<file path="src/rtl/dmem_lsu.sv">
// Load/store unit at the EX/MEM boundary: turns a pipeline memory request into one
// valid/ready bus transaction, formats sub-word stores, and extends sub-word loads.
module dmem_lsu #(
    parameter int unsigned ADDR_WIDTH     = 32,
    parameter int unsigned DATA_WIDTH     = 32,
    parameter int unsigned TIMEOUT_CYCLES = 255
) (
    input  logic                  clk,
    input  logic                  rst,
    input  logic                  i_mem_read,
    input  logic                  i_mem_write,
    input  logic [2:0]            i_funct3,
    input  logic [ADDR_WIDTH-1:0] i_addr,
    input  logic [DATA_WIDTH-1:0] i_wdata,
    output logic                  o_stall,
    output logic                  o_done,
    output logic [DATA_WIDTH-1:0] o_rdata,
    output logic                  o_misaligned,
    output logic                  o_bus_err,
    output logic                  o_bus_valid,
    input  logic                  i_bus_ready,
    output logic                  o_bus_we,
    output logic [ADDR_WIDTH-1:0] o_bus_addr,
    output logic [3:0]            o_bus_be,
    output logic [DATA_WIDTH-1:0] o_bus_wdata,
    input  logic                  i_bus_rvalid,
    input  logic [DATA_WIDTH-1:0] i_bus_rdata,
    input  logic                  i_bus_err
);

    localparam int unsigned CNT_W = 8;
    localparam logic [CNT_W-1:0] CNT_LAST = CNT_W'(TIMEOUT_CYCLES - 1);

    typedef enum logic [1:0] {
        IDLE = 2'd0,
        REQ  = 2'd1,
        RESP = 2'd2,
        DONE = 2'd3
    } state_t;

    state_t                state_q, state_d;
    logic [CNT_W-1:0]      cnt_q, cnt_d;
    logic                  bus_valid_q, bus_valid_d;
    logic                  bus_we_q, bus_we_d;
    logic [ADDR_WIDTH-1:0] bus_addr_q, bus_addr_d;
    logic [3:0]            bus_be_q, bus_be_d;
    logic [DATA_WIDTH-1:0] bus_wdata_q, bus_wdata_d;
    logic [2:0]            funct3_q, funct3_d;
    logic [1:0]            lane_q, lane_d;
    logic                  done_q, done_d;
    logic                  err_q, err_d;
    logic [DATA_WIDTH-1:0] rdata_q, rdata_d;

    logic                  req;
    logic                  bad_req;
    logic [3:0]            be_fmt;
    logic [DATA_WIDTH-1:0] wdata_fmt;
    logic [7:0]            byte_sel;
    logic [15:0]           half_sel;
    logic [DATA_WIDTH-1:0] load_ext;
    logic                  stall;
    logic                  misaligned;

    assign req = i_mem_read | i_mem_write;

    // Legality of the presented access: alignment per size, and reserved funct3 codes
    always_comb begin
        bad_req = 1'b0;
        case (i_funct3)
            3'b000, 3'b100: bad_req = 1'b0;
            3'b001, 3'b101: bad_req = i_addr[0];
            3'b010:         bad_req = (i_addr[1:0] != 2'b00);
            default:        bad_req = 1'b1;
        endcase
    end

    // Byte enables and lane-replicated store data; loads use the same enables
    always_comb begin
        be_fmt    = 4'b1111;
        wdata_fmt = i_wdata;
        case (i_funct3[1:0])
            2'b00: begin
                be_fmt    = 4'b0001 << i_addr[1:0];
                wdata_fmt = {4{i_wdata[7:0]}};
            end
            2'b01: begin
                be_fmt    = i_addr[1] ? 4'b1100 : 4'b0011;
                wdata_fmt = {2{i_wdata[15:0]}};
            end
            default: begin
                be_fmt    = 4'b1111;
                wdata_fmt = i_wdata;
            end
        endcase
    end

    // Lane extraction and sign/zero extension of the returned word
    always_comb begin
        case (lane_q)
            2'd0:    byte_sel = i_bus_rdata[7:0];
            2'd1:    byte_sel = i_bus_rdata[15:8];
            2'd2:    byte_sel = i_bus_rdata[23:16];
            default: byte_sel = i_bus_rdata[31:24];
        endcase
        half_sel = lane_q[1] ? i_bus_rdata[31:16] : i_bus_rdata[15:0];
        case (funct3_q)
            3'b000:  load_ext = {{24{byte_sel[7]}}, byte_sel};
            3'b100:  load_ext = {24'd0, byte_sel};
            3'b001:  load_ext = {{16{half_sel[15]}}, half_sel};
            3'b101:  load_ext = {16'd0, half_sel};
            default: load_ext = i_bus_rdata;
        endcase
    end

    // Next-state and next-output logic
    always_comb begin
        state_d     = state_q;
        cnt_d       = '0;
        bus_valid_d = bus_valid_q;
        bus_we_d    = bus_we_q;
        bus_addr_d  = bus_addr_q;
        bus_be_d    = bus_be_q;
        bus_wdata_d = bus_wdata_q;
        funct3_d    = funct3_q;
        lane_d      = lane_q;
        done_d      = 1'b0;
        err_d       = 1'b0;
        rdata_d     = '0;
        stall       = 1'b0;
        misaligned  = 1'b0;

        case (state_q)
            IDLE: begin
                if (req) begin
                    if (bad_req) begin
                        misaligned = 1'b1;
                    end else begin
                        stall       = 1'b1;
                        state_d     = REQ;
                        bus_valid_d = 1'b1;
                        bus_we_d    = i_mem_write;
                        bus_addr_d  = {i_addr[ADDR_WIDTH-1:2], 2'b00};
                        bus_be_d    = be_fmt;
                        bus_wdata_d = i_mem_write ? wdata_fmt : '0;
                        funct3_d    = i_funct3;
                        lane_d      = i_addr[1:0];
                    end
                end
            end
            REQ: begin
                stall = 1'b1;
                cnt_d = cnt_q + 8'd1;
                if (i_bus_ready) begin
                    bus_valid_d = 1'b0;
                    state_d     = RESP;
                end else if (cnt_q >= CNT_LAST) begin
                    // abort: request withdrawn without a handshake
                    bus_valid_d = 1'b0;
                    state_d     = DONE;
                    done_d      = 1'b1;
                    err_d       = 1'b1;
                end
            end
            RESP: begin
                stall = 1'b1;
                cnt_d = cnt_q + 8'd1;
                if (i_bus_rvalid) begin
                    state_d = DONE;
                    done_d  = 1'b1;
                    err_d   = i_bus_err;
                    rdata_d = (i_bus_err || bus_we_q) ? '0 : load_ext;
                end else if (cnt_q >= CNT_LAST) begin
                    state_d = DONE;
                    done_d  = 1'b1;
                    err_d   = 1'b1;
                end
            end
            DONE: begin
                state_d = IDLE;
            end
            default: begin
                state_d = IDLE;
            end
        endcase
    end

    // Combinational handshakes are forced low while reset is held
    assign o_stall      = stall & ~rst;
    assign o_misaligned = misaligned & ~rst;

    always_ff @(posedge clk or posedge rst) begin
        if (rst) begin
            state_q     <= IDLE;
            cnt_q       <= '0;
            bus_valid_q <= 1'b0;
            bus_we_q    <= 1'b0;
            bus_addr_q  <= '0;
            bus_be_q    <= '0;
            bus_wdata_q <= '0;
            funct3_q    <= '0;
            lane_q      <= '0;
            done_q      <= 1'b0;
            err_q       <= 1'b0;
            rdata_q     <= '0;
        end else begin
            state_q     <= state_d;
            cnt_q       <= cnt_d;
            bus_valid_q <= bus_valid_d;
            bus_we_q    <= bus_we_d;
            bus_addr_q  <= bus_addr_d;
            bus_be_q    <= bus_be_d;
            bus_wdata_q <= bus_wdata_d;
            funct3_q    <= funct3_d;
            lane_q      <= lane_d;
            done_q      <= done_d;
            err_q       <= err_d;
            rdata_q     <= rdata_d;
        end
    end

    assign o_done      = done_q;
    assign o_bus_err   = err_q;
    assign o_rdata     = rdata_q;
    assign o_bus_valid = bus_valid_q;
    assign o_bus_we    = bus_we_q;
    assign o_bus_addr  = bus_addr_q;
    assign o_bus_be    = bus_be_q;
    assign o_bus_wdata = bus_wdata_q;

endmodule
</file>
<file path="config.mk">
export PLATFORM = sky130hd
export DESIGN_NAME = dmem_lsu
export DESIGN_NICKNAME = d
export VERILOG_FILES = /design/src/rtl/dmem_lsu.sv
export SDC_FILE = /design/constraint.sdc
export NUM_CORES = 1
export LEC_CHECK = 0
export CAP_MARGIN = 20
export CORE_MARGIN = 4
export CORE_UTILIZATION = 25
export DETAILED_ROUTE_END_ITERATION = 8
export PLACE_DENSITY = 0.54
export SLEW_MARGIN = 20
export SYNTH_ARGS = -nofsm -noshare
export SYNTH_HDL_FRONTEND = slang
export SYNTH_SLANG_ARGS = --single-unit
</file>
<file path="constraint.sdc">
create_clock -name clk -period 4.9 [get_ports clk]
set_clock_uncertainty 0.05 [all_clocks]
set_input_delay 0.49 -clock clk [delete_from_list [all_inputs] [get_ports clk]]
set_output_delay 0.49 -clock clk [all_outputs]
set_load 0.05 [all_outputs]
</file>
After elaboration in Yosys (flattened, before gate mapping)

Cells that the tools add are included.

Register bits: 117
Bits in latches: 0
Bits in writable memories: 0
Memory bits (read-only): 0
Bits of input ports: 106
Output and inout bits: 106
Logic and storage cells: 85
Memories kept: 0

Add/subtract/negate cells: 1
$mul: 0
Div/mod/pow operators: 0
$lt $le $gt $ge: 1
Equality and inequality tests: 16
Shift-type cells: 1
Multiplexer cells: 35
Bitwise gates (word level): 5
Reduce and logical (&&, ||, !) cells: 14

Operators with widths:

| kind                                                 | count |
|---|---|
| 2-to-1 mux 32 bit                                    | 4 |
| case mux 32 bit (4 select lines)                     | 1 |
| case mux 32 bit (2 select lines)                     | 1 |
| case mux 8 bit (3 select lines)                      | 1 |
| 2-to-1 mux 16 bit                                    | 1 |
| 2-to-1 mux 1 bit                                     | 13 |
| equality test 3 bit (second input constant)          | 4 |
| 2-to-1 mux 2 bit                                     | 5 |
| adder 8 x 1 -> 8 bit (second input constant)         | 1 |
| >= comparator 8 bit (second input constant)          | 1 |
| 2-to-1 mux 8 bit                                     | 1 |
| case mux 1 bit (2 select lines)                      | 4 |
| case mux 2 bit (4 select lines)                      | 1 |
| case mux 4 bit (2 select lines)                      | 1 |
| equality test 2 x 1 -> 1 bit (second input constant) | 3 |
| equality test 2 bit (second input constant)          | 3 |
| equality test 3 x 1 -> 1 bit (second input constant) | 2 |
| logical NOT 2 bit                                    | 3 |
| logical NOT 3 bit                                    | 2 |
| OR reduction 2 bit                                   | 3 |
| 2-to-1 mux 4 bit                                     | 1 |
| != test 2 bit (second input constant)                | 2 |
| AND reduction 4 bit                                  | 1 |
| nonzero test 2 bit                                   | 2 |
| other kinds (10)                                     | 12 |

Depth between registers and ports, before layout

Word-level depth: 7
Depth in mapped cells: 8
Depth with buffers taken out: 6

Worst setup path after synthesis

No wires, ideal clock.

Kind: reg2out
From: register state_q[0]
To: output o_stall
Arrival: 2570 ps
Required time: 4360 ps
Slack: 1790 ps
Stages on the path, launching flop included: 8
Path buffers: 2
Cell sequence: dfrtp_1 > inv_1 > ha_1 > o21ai_0 > o21bai_1 > buf_6 > buf_6 > a211oi_1

Cells in the longest elaborated chain, start to end: 4
Elaborated cells between the ends (all ways): 6
Classes of those cells: eq/ne: 2; mux: 1; bitwise: 1; reduce/logical: 2

Ends and longest elaborated chain:

| what                                                                | RTL line | RTL |
|---|---|---|
| from (decl)                                                         | 41       | `state_t state_q, state_d;` |
| from (signal assigned)                                              | 206      | `state_q <= state_d;` |
| equality test 2 bit or equality test 2 x 1 -> 1 bit (tied branches) | 132      | `case (state_q)` |
| OR reduction 2 bit (no line)                                        | n/a      |  |
| case mux 1 bit (2 select lines) (*)                                 | 132      |  |
| AND 1 bit (*)                                                       | 188      | `assign o_stall = stall & ~rst;` |
| to (decl)                                                           | 15       | `output logic o_stall,` |

Mark *: on every way between the ends. The rest lies on a longest branch, timed or not.

Worst setup path after layout

From: input i_funct3[0]
To: output o_stall

Cells in the longest elaborated chain, start to end: 7
Elaborated cells between the ends (all ways): 12
Classes of those cells: eq/ne: 4; mux: 4; bitwise: 1; reduce/logical: 3

Ends and longest elaborated chain:

| what                                                 | RTL line | RTL |
|---|---|---|
| from (decl)                                          | 12       | `input logic [2:0] i_funct3,` |
| equality test 3 x 1 -> 1 bit (tied with other cells) | 69       | `case (i_funct3)` |
| OR reduction 2 bit                                   | 69       |  |
| case mux 1 bit (3 select lines) (*)                  | 69       |  |
| 2-to-1 mux 1 bit (*)                                 | 135      | `if (bad_req) begin` |
| 2-to-1 mux 1 bit (*)                                 | 134      | `if (req) begin` |
| case mux 1 bit (2 select lines) (*)                  | 132      |  |
| AND 1 bit (*)                                        | 188      |  |

Marked as above.

==> results.txt <==
----------------------------------------------------
[CTS]
  Post-CTS sizing ... 0
  # clock sinks ... ~120
  Number of buffers created by CTS ... 17
  Post-CTS Hold Buffers ... 0
  Clock tree from TritonCTS ... yes
  Clock input transition at the sequential cells of the worst setup and hold paths ... 0.06 ns
  Depth of the CTS H-tree ... 4
  Root buf cell ... clkbuf_16
  Setup Fix Bufs, Post-CTS ... 0
  Clk Latency, worst-skew pair ... 0.41 ns
  Maximum root-to-sink buffer count ... 2

[GRT]
  Met1 Resource Use GR ... 17.6%
  Maximum number of pins on one net before global-route repair ... 84
  Grt met3 use ... roughly 3.7%
  Met2 capacity usage during global routing ... 21.9%
  Number of global-route vias before repair ... 4646
  Sum of overflow across all layers after global routing ... 0
  GRT Max-Usage Layer ... met2
  Total routing resource utilization after global routing ... between 10% and 20%
  Antenna violations before repair ... 2
  Wire length of the first global-routing pass ... 26300 um

[STA]
  Unrepaired setup endpoints after global routing ... false
  Tcrit/Tclk final ... 74.3%
  Setup TNS ... 0 ns
  Worst hold slack ... roughly 0.43 ns
  Time the final worst path needs with I/O delays and setup ... 3.64 ns
  Final setup violation count ... 0
  Final max-slew violation count ... 0
  Fmax ... 0.275 GHz
  Worst slew margin ... 31.3%
  Worst slew pin tran ... 1.03 ns
  Hold violation count in the final report ... 0
  Final worst setup slack ... 1.26 ns

[Drt]
  First-iteration detailed-routing DRC count ... ~330
  Remaining design rule violation count ... 0
  Mean number of vias per cell ... 4.47
  Routed WL per cell ... 17.2 um
  Vias post-DR ... around 4.4k
  DR pass1 iterations ... 4
  Number of antenna-violating nets in the routed design ... 0
  Final Routed Wirelength ... 17100 um

[Die]
  DIE WIDTH ... 157 um
  Initial standard-cell utilization of the core ... 25.4%
  Core Area ... about 22000 um2
  Number of primary I/O pins ... 212
  Std-Cell Rows ... 54
  Area enclosed by the die boundary ... 24500 um2
  Die Y-Extent ... 157 um

[Flow run]
  Maxcap violations ... 0

[Synthesis]
  Post-synthesis async set-or-reset flop share ... 100%
  EDFF count, synth ... 0
  Cell with the most instances after synthesis ... dfrtp_1
  Number of synthesized register bits ... 117
  Most instantiated flip-flop cell in the synthesis netlist ... dfrtp_1
  Cell type with the largest total area after synthesis ... dfrtp_1
  Top cell types by occurrence after synthesis ... dfrtp_1 (117), nand2_1 (75), o21ai_0 (42), a21oi_1 (34), mux2_4 (33)
  Top cell type's share of synthesized area ... 53.1%
  Library cells used by synthesis ... 49
  Cell area after synthesis ... ~5500 um2
  Synthesized area per cell ... 11.1 um2
  Number of warnings printed during yosys synthesis ... 0
  Cells taking the most area after synthesis ... dfrtp_1 (53%), mux2_4 (9.0%), nand2_1 (5.1%)
  Post-synthesis instance total ... 499
  Seq/Total Area, Yosys ... 53.1%

[Setup path]
  Cell type of the slowest stage on the worst timing path ... clkdlybuf4s50_1
  Most numerous cell on the critical path ... clkdlybuf4s50_1
  Kind of critical path ... input port to output port
  Max FO, Critical Path ... 14
  Data required time at the worst endpoint ... between 4 and 5 ns
  Critical path launch point type ... input port
  CP Data Arrival Time ... 3.10 ns
  Worst stage delay on the critical path ... 0.87 ns
  Critical path cell sequence ... clkdlybuf4s50_1 > nor4_2 > o21bai_4 > a211oi_1 > clkdlybuf4s50_1
  Reg2Reg Depth ... 7
  Critical path capture point type ... output port

[Place]
  Count of input and output buffers ... approximately 210
  HPWL after detailed placement ... 12600 um
  Worst slack at placement ... between 1 and 1.5 ns
  Gp weighted congestion ... 0.833

[Power and ir drop]
  Max IR drop VDD ... 0.000219 V
  Leakage ... roughly 0.0038 uW
  Cell area power density ... 646 nW/um2

[Status]
  Status ... completed

[Layout]
  Utilization of the core after routing ... slightly below 40%
  Proportion of layout cells with a drive suffix above 1 ... 13.0%
  Count of nets after finishing ... just over 800
  Area grow syn2layout ... 53.5%

[Hold path]
  Hold Crit Class ... flip-flop to flip-flop
  Number of cells traversed by the worst hold path ... 2

----------------------------------------------------
-- layout make-up --
class / count / area (um2)
fillers: 2100 / 13300
well taps: 280 / 350
clock inverters: 12 / 175
flip-flops and latches: 117 / 2930
multi-input cells: 323 / 2310
clock buffers: 20 / 467
inverters: 27 / 106
diodes: 1 / 2.50
repair buffers: 214 / 2130
-- per-stage QoR --
step / cells / total power [uW] / cell area (um2)
4_1_cts: 993 / 5550 / 8460
6_report: 994 / 5470 / 8470
3_3_place_gp: 961 / 4130 / 7820
2_1_floorplan: 500 / 3270 / 5520
3_5_place_dp: 961 / 4160 / 7820
5_1_grt: 994 / 5750 / 8470
-- logic make-up (layout without fill, tap and decap cells) --
family | count (synthesis) | count (layout) | synth area share (%)
buffers and inverters | 60 | 273 | 5.35
adders and majority gates | 8 | 8 | 1.81
and+or+nand+nor | 119 | 119 | 9.51
other | 1 | 3 | 0.0680
xor gates and xnor gates | 6 | 6 | 0.953
AOI/OAI and AO/OA | 120 | 120 | 13.5
muxes | 68 | 68 | 15.7
DFF | 117 | 117 | 53.1
-- worst paths after layout --
path | end | startpoint | slack [ns]
max reg2reg | funct3_q[0]$_DFFE_PP0P_ | state_q[1]$_DFFE_PP0P_ | 2.00
min in group asynchronous | state_q[1]$_DFFE_PP0P_ | rst | 0.64
max in group asynchronous | o_bus_wdata[4]$_DFFE_PP0P_ | rst | 3.18
min reg2reg | o_bus_wdata[26]$_DFFE_PP0P_ | o_bus_wdata[26]$_DFFE_PP0P_ | 0.43
min | o_bus_wdata[26]$_DFFE_PP0P_ | o_bus_wdata[26]$_DFFE_PP0P_ | 0.43
max | o_stall | i_funct3[0] | 1.26
-- cell usage in the layout (no fill, tap or decap), drive strengths merged, types with 4 or more instances in the layout --
cell,count
clkdlybuf4s50,209
dfrtp,117
nand2,75
o21ai,43
mux2,40
a21oi,34
mux2i,27
inv,27
nor2,21
clkbuf,20
o31ai,17
ha,8
o221a,7
a31oi,6
xor2,5
nand3,5
buf,5
clkinv,5
bufinv,4
-- metal layers --
layer | vias up | share of wire (%) | wire length, um
li1 | 2136 | - | -
met1 | 2118 | 43 | 7390
met2 | 156 | 47 | 8050
met3 | 34 | 6.5 | 1120
met4 | 2 | 3.2 | 547
met5 | - | 0.076 | 13
-- registers in the layout (all words and copies together), names as in the netlist --
register and cells:
cnt_q 8, o_bus_wdata 32, o_bus_be 4, o_done 1, o_bus_addr 30, lane_q 2, state_q 2, funct3_q 3
o_bus_err 1, o_bus_valid 1, o_bus_we 1, o_rdata 32
-- power by group --
| part | total, uW | internal [uW] | switching, uW | leakage [uW] |
|---|---|---|---|---|
| Combinational | 2560 | 963 | 1600 | 0.00194 |
| Sequential | 1560 | 1280 | 283 | 0.00151 |
| Clock | 1350 | 891 | 455 | 0.000308 |
| Total | 5470 | 3130 | 2340 | 0.00376 |
-- critical path: cells and delay by family --
| kind | cells | cell delay [ns] |
|---|---|---|
| buffers and inverters | 2 | 1.67 |
| AND/OR/NAND/NOR | 1 | 0.57 |
| AO/OA/AOI/OAI | 2 | 0.35 |
Power figures use the tool's default switching activity.
